[config.mk]
export PLATFORM = sky130hd
export DESIGN_NAME = axi_read_arbiter
export DESIGN_NICKNAME = d
export VERILOG_FILES = /design/src/rtl/axi_read_arbiter_pkg.sv /design/src/rtl/axi_read_arbiter_collector.sv /design/src/rtl/axi_read_arbiter.sv
export SDC_FILE = /design/constraint.sdc
export NUM_CORES = 1
export LEC_CHECK = 0
export BUFFER_PORTS_ARGS = -buffer_cell sky130_fd_sc_hd__buf_2
export CORE_AREA = 2 2 187 189
export DETAILED_ROUTE_END_ITERATION = 10
export DIE_AREA = 0 0 189 191
export PLACE_DENSITY = 0.55
export SETUP_SLACK_MARGIN = 0.4
export SLEW_MARGIN = 20
export SYNTH_ARGS = -nofsm -noshare
export SYNTH_HDL_FRONTEND = slang
export SYNTH_SLANG_ARGS = --single-unit
[constraint.sdc]
create_clock -name clk -period 7.4 [get_ports clk]
set_clock_uncertainty 0.2 [all_clocks]
set_input_delay 0.74 -clock clk [delete_from_list [all_inputs] [get_ports clk]]
set_output_delay 0.74 -clock clk [all_outputs]
set_load 0.02 [all_outputs]
[src/rtl/axi_read_arbiter_pkg.sv]
// Shared encodings for the AXI read arbiter: owner ids, FSM states and AXI AR constants.
package axi_read_arbiter_pkg;

    localparam logic [1:0] OWN_NONE    = 2'd0;
    localparam logic [1:0] OWN_ICACHE  = 2'd1;
    localparam logic [1:0] OWN_DCACHE  = 2'd2;
    localparam logic [1:0] OWN_UNCACHE = 2'd3;

    typedef enum logic [1:0] {
        StIdle = 2'd0,
        StAddr = 2'd1,
        StData = 2'd2,
        StResp = 2'd3
    } state_e;

    localparam logic [2:0] SIZE_4B    = 3'b010;
    localparam logic [1:0] BURST_INCR = 2'b01;

endpackage

[src/rtl/axi_read_arbiter_collector.sv]
// Read line collector: packs R beats into a line buffer; beats past the last word are dropped.
module axi_read_arbiter_collector #(
    parameter int unsigned LINE_WORDS = 4
) (
    input  logic                    clk,
    input  logic                    rst,
    input  logic                    clear_i,
    input  logic                    shift_i,
    input  logic [31:0]             data_i,
    output logic [32*LINE_WORDS-1:0] line_o
);
    localparam int unsigned CntW = (LINE_WORDS > 1) ? $clog2(LINE_WORDS) : 1;

    logic [CntW-1:0]           cnt_q, cnt_d;
    logic                      full_q, full_d;
    logic [32*LINE_WORDS-1:0]  line_q, line_d;

    always_comb begin
        cnt_d  = cnt_q;
        full_d = full_q;
        line_d = line_q;
        if (clear_i) begin
            cnt_d  = '0;
            full_d = 1'b0;
            line_d = '0;
        end else if (shift_i && !full_q) begin
            line_d[32*int'(cnt_q) +: 32] = data_i;
            // Counter parks on the last word; full_q then swallows any extra beats.
            if (cnt_q == CntW'(LINE_WORDS - 1)) begin
                full_d = 1'b1;
            end else begin
                cnt_d = cnt_q + 1'b1;
            end
        end
    end

    always_ff @(posedge clk or posedge rst) begin
        if (rst) begin
            cnt_q  <= '0;
            full_q <= 1'b0;
            line_q <= '0;
        end else begin
            cnt_q  <= cnt_d;
            full_q <= full_d;
            line_q <= line_d;
        end
    end

    assign line_o = line_q;

endmodule

[src/rtl/axi_read_arbiter.sv]
// Shares the AXI read channel between icache refill, dcache refill and uncached reads.
// Define ARB_AGE_EN to add an age counter that keeps icache from starving.
module axi_read_arbiter
    import axi_read_arbiter_pkg::*;
#(
    parameter int unsigned LINE_WORDS = 4,
    parameter int unsigned AGE_LIMIT  = 8
) (
    input  logic                     clk,
    input  logic                     rst,
    input  logic                     inst_ren_i,
    input  logic [31:0]              inst_araddr_i,
    output logic                     inst_rvalid_o,
    output logic [32*LINE_WORDS-1:0] inst_rdata_o,
    input  logic                     data_ren_i,
    input  logic [31:0]              data_araddr_i,
    output logic                     data_rvalid_o,
    output logic [32*LINE_WORDS-1:0] data_rdata_o,
    input  logic                     duncache_ren_i,
    input  logic [31:0]              duncache_raddr_i,
    output logic                     duncache_rvalid_o,
    output logic [31:0]              duncache_rdata_o,
    output logic                     dev_rrdy_o,
    output logic                     axi_ren_o,
    output logic [31:0]              axi_raddr_o,
    output logic [7:0]               axi_rlen_o,
    output logic [2:0]               axi_rsize_o,
    input  logic                     axi_arready_i,
    input  logic [31:0]              rdata_i,
    input  logic                     rdata_valid_i,
    input  logic                     rlast_i,
    output logic                     axi_rready_o,
    output logic [1:0]               grant_o
);
    state_e                   state_q, state_d;
    logic [1:0]               owner_q, owner_d;
    logic [31:0]              addr_q, addr_d;
    logic [1:0]               winner;
    logic [32*LINE_WORDS-1:0] line;

`ifdef ARB_AGE_EN
    localparam int unsigned AgeW = $clog2(AGE_LIMIT + 1);
    logic [AgeW-1:0] age_q, age_d;

    always_comb begin
        age_d = age_q;
        if (state_q == StIdle && winner != OWN_NONE) begin
            if (winner == OWN_ICACHE) begin
                age_d = '0;
            end else if (inst_ren_i && age_q < AgeW'(AGE_LIMIT)) begin
                age_d = age_q + 1'b1;
            end
        end
    end

    always_ff @(posedge clk or posedge rst) begin
        if (rst) begin
            age_q <= '0;
        end else begin
            age_q <= age_d;
        end
    end
`else
    logic unused_age;
    assign unused_age = |AGE_LIMIT;
`endif

    always_comb begin
        winner = OWN_NONE;
        if (duncache_ren_i) begin
            winner = OWN_UNCACHE;
        end else if (data_ren_i) begin
            winner = OWN_DCACHE;
        end else if (inst_ren_i) begin
            winner = OWN_ICACHE;
        end
`ifdef ARB_AGE_EN
        if (inst_ren_i && age_q >= AgeW'(AGE_LIMIT)) begin
            winner = OWN_ICACHE;
        end
`endif
    end

    always_ff @(posedge clk or posedge rst) begin
        if (rst) begin
            state_q <= StIdle;
            owner_q <= OWN_NONE;
            addr_q  <= '0;
        end else begin
            state_q <= state_d;
            owner_q <= owner_d;
            addr_q  <= addr_d;
        end
    end

    always_comb begin
        state_d = state_q;
        owner_d = owner_q;
        addr_d  = addr_q;
        unique case (state_q)
            StIdle: begin
                if (winner != OWN_NONE) begin
                    state_d = StAddr;
                    owner_d = winner;
                    case (winner)
                        OWN_UNCACHE: addr_d = duncache_raddr_i;
                        OWN_DCACHE:  addr_d = {data_araddr_i[31:4], 4'h0};
                        default:     addr_d = {inst_araddr_i[31:4], 4'h0};
                    endcase
                end
            end
            StAddr: if (axi_arready_i) state_d = StData;
            StData: if (rdata_valid_i && rlast_i) state_d = StResp;
            StResp: begin
                state_d = StIdle;
                owner_d = OWN_NONE;
            end
            default: state_d = StIdle;
        endcase
    end

    always_comb begin
        dev_rrdy_o        = 1'b0;
        axi_ren_o         = 1'b0;
        axi_raddr_o       = '0;
        axi_rlen_o        = '0;
        axi_rready_o      = 1'b0;
        inst_rvalid_o     = 1'b0;
        inst_rdata_o      = '0;
        data_rvalid_o     = 1'b0;
        data_rdata_o      = '0;
        duncache_rvalid_o = 1'b0;
        duncache_rdata_o  = '0;
        unique case (state_q)
            // Masked by rst so every output reads 0 while reset is held.
            StIdle: dev_rrdy_o = ~rst;
            StAddr: begin
                axi_ren_o   = 1'b1;
                axi_raddr_o = addr_q;
                axi_rlen_o  = (owner_q == OWN_UNCACHE) ? 8'd0 : 8'(LINE_WORDS - 1);
            end
            StData: axi_rready_o = 1'b1;
            StResp: begin
                case (owner_q)
                    OWN_ICACHE: begin
                        inst_rvalid_o = 1'b1;
                        inst_rdata_o  = line;
                    end
                    OWN_DCACHE: begin
                        data_rvalid_o = 1'b1;
                        data_rdata_o  = line;
                    end
                    OWN_UNCACHE: begin
                        duncache_rvalid_o = 1'b1;
                        duncache_rdata_o  = line[31:0];
                    end
                    default: ;
                endcase
            end
            default: ;
        endcase
    end

    assign axi_rsize_o = SIZE_4B;
    assign grant_o     = owner_q;

    axi_read_arbiter_collector #(
        .LINE_WORDS(LINE_WORDS)
    ) u_collector (
        .clk     (clk),
        .rst     (rst),
        .clear_i (state_q == StResp),
        .shift_i ((state_q == StData) && rdata_valid_i),
        .data_i  (rdata_i),
        .line_o  (line)
    );

endmodule

# Word level (Yosys, flattened, before mapping)
# Index checks and enable logic that the tools add are counted.
[word_totals]
register_bits = 167
in_bits = 136
out_inout_bits = 339
word_cells = 75
[classes]
add_sub_neg = 2
n_eq_ne = 13
n_shift = 2
n_mux = 37
n_bitwise = 1
n_reduce_logical = 14
[op_table]
columns = ["op", "count"]
rows = [
  ["2-to-1 mux 128 bit", 6],
  ["bitwise mux 128 bit", 1],
  ["variable shift 32 x 33 -> 128 bit (first input constant)", 1],
  ["variable part select 32 x 33 -> 128 bit", 1],
  ["2-to-1 mux 32 bit", 3],
  ["one-hot mux 32 bit (2 select lines)", 1],
  ["negator 7 -> 33 bit", 1],
  ["2-to-1 mux 2 bit", 11],
  ["== test 2 bit (second input constant)", 7],
  ["2-to-1 mux 1 bit", 13],
  ["one-hot mux 2 bit (4 select lines)", 1],
  ["AND reduction 2 bit", 4],
  ["nonzero test 2 bit", 4],
  ["!= test 2 bit (second input constant)", 3],
  ["== test 2 x 1 -> 1 bit (second input constant)", 2],
  ["one-hot mux 2 bit (2 select lines)", 1],
  ["logical AND 1 bit", 3],
  ["AND reduction 3 bit", 1],
  ["adder 2 x 1 -> 2 bit (second input constant)", 1],
  ["zero test 2 bit", 1],
  ["!= test 2 x 1 -> 1 bit (second input constant)", 1],
  ["zero test 1 bit", 1],
  ["inverter 1 bit", 1],
]

# Logic depth before layout (Yosys ltp)
[logic_depth]
ltp_word = 6
mapped_depth = 7
mapped_depth_nobuf = 5

# Modules after synthesis
# A second synthesis with hierarchy kept.
[unflattened]
hier_cells = 1056
area_unflattened_um2 = 10402.5
[by_module_without_submodules]
columns = ["mod", "n_inst", "cells_each", "area_per_inst_um2", "seq_area_each_um2"]
rows = [
  ["axi_read_arbiter_collector", 1, 480, 6004.5, 3278.1],
  ["axi_read_arbiter", 1, 576, 4398.0, 900.9],
]

# Worst setup path before layout
# Ideal clock, no wire load.
[synth_timing]
kind = "flip-flop to output port"
from = "register state_q[1]"
to = "output port axi_rlen_o[1]"
arrival_time_ps = 1683
path_slack_ps = 4777
stages_incl_launch_ff = 5
path_buffers = 1
cell_sequence = "dfrtp_1 inv_1 ha_1 a21boi_0 buf_4"
[synth_between]
elab_chain_cells = 2
[synth_lines]
columns = ["element", "line_no", "rtl"]
rows = [
  ["start: declaration", "axi_read_arbiter.sv:35", "state_e state_q, state_d;"],
  ["start signal: assignment", "axi_read_arbiter.sv:86", "state_q <= StIdle;"],
  ["start signal: assignment", "axi_read_arbiter.sv:90", "state_q <= state_d;"],
  ["== test 2 x 1 -> 1 bit", "axi_read_arbiter.sv:134", "unique case (state_q)"],
  ["2-to-1 mux 2 bit", "axi_read_arbiter.sv:134", ""],
  ["end: declaration", "axi_read_arbiter.sv:26", "output logic [7:0] axi_rlen_o,"],
]
# No other way between the ends.

# Final worst setup path
[layout_timing]
from = "register owner_q[0], in the netlist grant_o[0]"
to = "output port inst_rdata_o[89]"
[layout_between]
elab_chain_cells = 3
[layout_lines]
columns = ["element", "line_no", "rtl"]
rows = [
  ["start: declaration", "axi_read_arbiter.sv:36", "logic [1:0] owner_q, owner_d;"],
  ["start signal: assignment", "axi_read_arbiter.sv:91", "owner_q <= owner_d;"],
  ["== test 2 x 1 -> 1 bit", "axi_read_arbiter.sv:144", "case (owner_q)"],
  ["2-to-1 mux 128 bit", "axi_read_arbiter.sv:144", ""],
  ["2-to-1 mux 128 bit", "axi_read_arbiter.sv:134", ""],
  ["end: declaration", "axi_read_arbiter.sv:14", "output logic [32*LINE_WORDS-1:0] inst_rdata_o,"],
]
# No other way between the ends.

==> impl_metrics.env <==
export IMPL_outcome="finished clean"
export IMPL_maxCapViolations=0
export IMPL_yosys_most_used_dff="sky130_fd_sc_hd__dfrtp_1"
export IMPL_power_leakage_nw=7.86
export IMPL_cts_reportedPaths_clkPinSlew_ns=0.07
export IMPL_grt_pass1_wl_mm=54.1
export IMPL_seq_area_frac_synth=0.392
export IMPL_dr_pass1_iters=4
export IMPL_wl_mm=36.1
export IMPL_power_per_cell_area_mw_per_mm2=276
export IMPL_post_cts_setup_buffer_count=0
export IMPL_setup_viol=0
export IMPL_grt_antenna_before_repair=1
export IMPL_top_level_ports=475
export IMPL_grt_start_max_net_pins=100
export IMPL_tightest_slew_ns=0.997
export IMPL_remaining_drc_errors=0
export IMPL_first_iter_violations=389
export IMPL_grt_pass1_vias=8943
export IMPL_ctsRootBufferMaster="sky130_fd_sc_hd__clkbuf_16"
export IMPL_synth_cells=1096
export IMPL_worst_ep_arrival_time_ns=3.38
export IMPL_hold_class="in -> async"
export IMPL_wl_per_cell_um=18.4
export IMPL_worst_ir_drop_vdd_v=0.000233
export IMPL_postLayoutCoreUtil=0.402
export IMPL_tritoncts_num_sinks=167
export IMPL_via_count=9127
export IMPL_count_of_non_filler_cells_in_the_finished_layout=1962
export IMPL_timing_fmax_mhz=231
export IMPL_criticalPathCategory="reg -> out"
export IMPL_buffer_ports_inserted=457
export IMPL_place_gp_congestion=0.825
export IMPL_die_ar_mm2=0.0361
export IMPL_synth_area_top_cells="sky130_fd_sc_hd__dfrtp_1, sky130_fd_sc_hd__and2_1, sky130_fd_sc_hd__mux2_4"
export IMPL_cts_hold_buffers_added=0
export IMPL_finalHoldWorstSlack_ns=0.245
export IMPL_cts_repair_resized=0
export IMPL_critPathCaptureType="primary output"
export IMPL_final_hold_violation_count=0
export IMPL_proportion_of_layout_cells_with_a_drive_suffix_above_1=0.415
export IMPL_async_flop_share=1.00
export IMPL_finalSetupTns_ns=0
export IMPL_mostFrequentLayoutCells="sky130_fd_sc_hd__buf_2, sky130_fd_sc_hd__and2_1, sky130_fd_sc_hd__dfrtp_1, sky130_fd_sc_hd__nand2_1, sky130_fd_sc_hd__nor3_1"
export IMPL_ys_types=40
export IMPL_insertion_delay_ns=0.43
export IMPL_area_growth_pct=28.5
export IMPL_fp_coreArea_mm2=0.0341
export IMPL_final_fill_count=3478
export IMPL_globalRouteTotalUtil=0.197
export IMPL_timing_critical_path_required_ns=6.46
export IMPL_timing_critical_path_from_type="flop"
export IMPL_report_power_total_mw=3.78
export IMPL_setup_repair_after_global_routing_missed_its_margin="no"
export IMPL_nNetsFinal=1637
export IMPL_commonest_non_fill_non_tap_cell_in_the_layout="sky130_fd_sc_hd__buf_2"
export IMPL_post_synth_instance_area_mm2=0.0107
export IMPL_post_synth_top_area_fraction=0.392
export IMPL_grt_overflow_total=0
export IMPL_post_dp_hpwl_mm=26.5
export IMPL_clock_path_buffers=2
export IMPL_die_h_um=191
export IMPL_cts_htree_levels=4
export IMPL_start_util=0.313
export IMPL_final_max_slew_violation_count=0
export IMPL_rows=68
export IMPL_final_antenna_net_count=0
export IMPL_avgViaCountPerCell=4.65
export IMPL_place_inst=1928
export IMPL_tritoncts="done"
export IMPL_min_period_ns=4.32
export IMPL_postSynthAreaPerCell_um2=9.73
export IMPL_synthesis_yosys_warnings=0
export IMPL_dieWidth_um=189
export IMPL_final_min_period_over_clock_period=0.584
export IMPL_synth_enable_flop_cells=0
export IMPL_worst_path_fanout_max=65
export IMPL_synth_area_leader_cell="sky130_fd_sc_hd__dfrtp_1"
export IMPL_ys_ff_latch=167
export IMPL_slew_headroom=0.336
export IMPL_tritoncts_num_buffers=17
-- cell type report --
cell class,instances,area [um^2],area share
Sequential cell,167,4180,0.305
Inverter,38,150,0.0110
Clock buffer,17,425,0.0310
Antenna cell,2,5.00,0.000365
Tap cell,455,569,0.0415
Clock inverter,15,160,0.0117
Multi-Input combinational cell,793,5790,0.423
Timing Repair Buffer,475,2420,0.177
-- cells in the mapped netlist (2+ instances only) --
master / number
sky130_fd_sc_hd__a21boi_0: 2
sky130_fd_sc_hd__a21oi_4: 3
sky130_fd_sc_hd__and2_1: 257
sky130_fd_sc_hd__and3_1: 65
sky130_fd_sc_hd__buf_1: 6
sky130_fd_sc_hd__buf_2: 18
sky130_fd_sc_hd__buf_4: 15
sky130_fd_sc_hd__buf_6: 14
sky130_fd_sc_hd__clkbuf_1: 42
sky130_fd_sc_hd__clkbuf_2: 10
sky130_fd_sc_hd__conb_1: 2
sky130_fd_sc_hd__dfrtp_1: 167
sky130_fd_sc_hd__ha_1: 9
sky130_fd_sc_hd__inv_1: 38
sky130_fd_sc_hd__mux2_1: 28
sky130_fd_sc_hd__mux2_2: 35
sky130_fd_sc_hd__mux2_4: 62
sky130_fd_sc_hd__mux2i_1: 61
sky130_fd_sc_hd__nand2_1: 101
sky130_fd_sc_hd__nand2_2: 2
sky130_fd_sc_hd__nand2b_1: 2
sky130_fd_sc_hd__nand3_1: 8
sky130_fd_sc_hd__nor2_1: 3
sky130_fd_sc_hd__nor2b_1: 5
sky130_fd_sc_hd__nor3_1: 97
sky130_fd_sc_hd__o21ai_0: 30
-- through the flow --
| step | instance area, um^2 | worst slack [ns] |
|---|---|---|
| 3_3_place_gp | 13100 | 3.63 |
| 4_1_cts | 13700 | 3.03 |
| 2_1_floorplan | 10700 | 1.94 |
| 6_report | 13700 | 3.08 |
| 3_5_place_dp | 13100 | 3.51 |
| 5_1_grt | 13700 | 2.82 |
-- kinds of logic (layout without fill, tap and decap cells) --
| kind of cell | after synthesis | count (layout) | synth area share |
|---|---|---|---|
| flops | 167 | 167 | 0.392 |
| fa+ha+maj | 9 | 9 | 0.0106 |
| simple gates | 547 | 547 | 0.289 |
| other cells | 2 | 11 | 0.000704 |
| compound gates | 41 | 41 | 0.0275 |
| xor+xnor | 1 | 1 | 0.000822 |
| mux | 186 | 186 | 0.211 |
| buf+inv | 143 | 545 | 0.0688 |
-- registers in the layout, indices dropped and copies added, names as in the netlist --
register / count
u_collector.line_o: 128
addr_q: 32
grant_o: 2
state_q: 2
u_collector.cnt_q: 2
u_collector.full_q: 1
-- path summary, 6_finish.rpt --
check	slack [ns]	start	end	cells past startpoint
max in group asynchronous	5.30	rst	u_collector.line_o[99]	3
worst max register to register	4.50	u_collector.cnt_q[0]	u_collector.line_o[23]	6
worst min-delay path	0.25	rst	addr_q[26]	2
worst max-delay path	3.08	grant_o[0]	inst_rdata_o[89]	5
min in group clk	0.26	addr_q[1]	addr_q[1]	2
worst min register to register	0.26	addr_q[1]	addr_q[1]	2
-- critical path: stages (launching register included) --
cell	delay, ns
sky130_fd_sc_hd__dfrtp_2	0.68
sky130_fd_sc_hd__nand2_2	0.64
sky130_fd_sc_hd__nor2_4	0.68
sky130_fd_sc_hd__buf_4	0.50
sky130_fd_sc_hd__and2_1	0.20
sky130_fd_sc_hd__buf_2	0.16
-- where the power goes --
part / switching [mW] / total (mW) / internal [mW]
combinational: 1.12 / 1.70 / 0.581
clock: 0.422 / 0.901 / 0.479
sequential: 0.109 / 1.18 / 1.08
total: 1.65 / 3.78 / 2.14
-- per-layer routing --
layer / share of wire / up-vias / wire (um) / GRT usage
met2: 0.51 / 368 / 18500 / 0.355
met3: 0.060 / 23 / 2160 / 0.0419
met1: 0.41 / 4333 / 14800 / 0.236
met5: 0 / - / 0 / 0
li1: - / 4403 / - / -
met4: 0.018 / 0 / 645 / 0.0550
No activity file was read; power rests on OpenSTA's default activity.
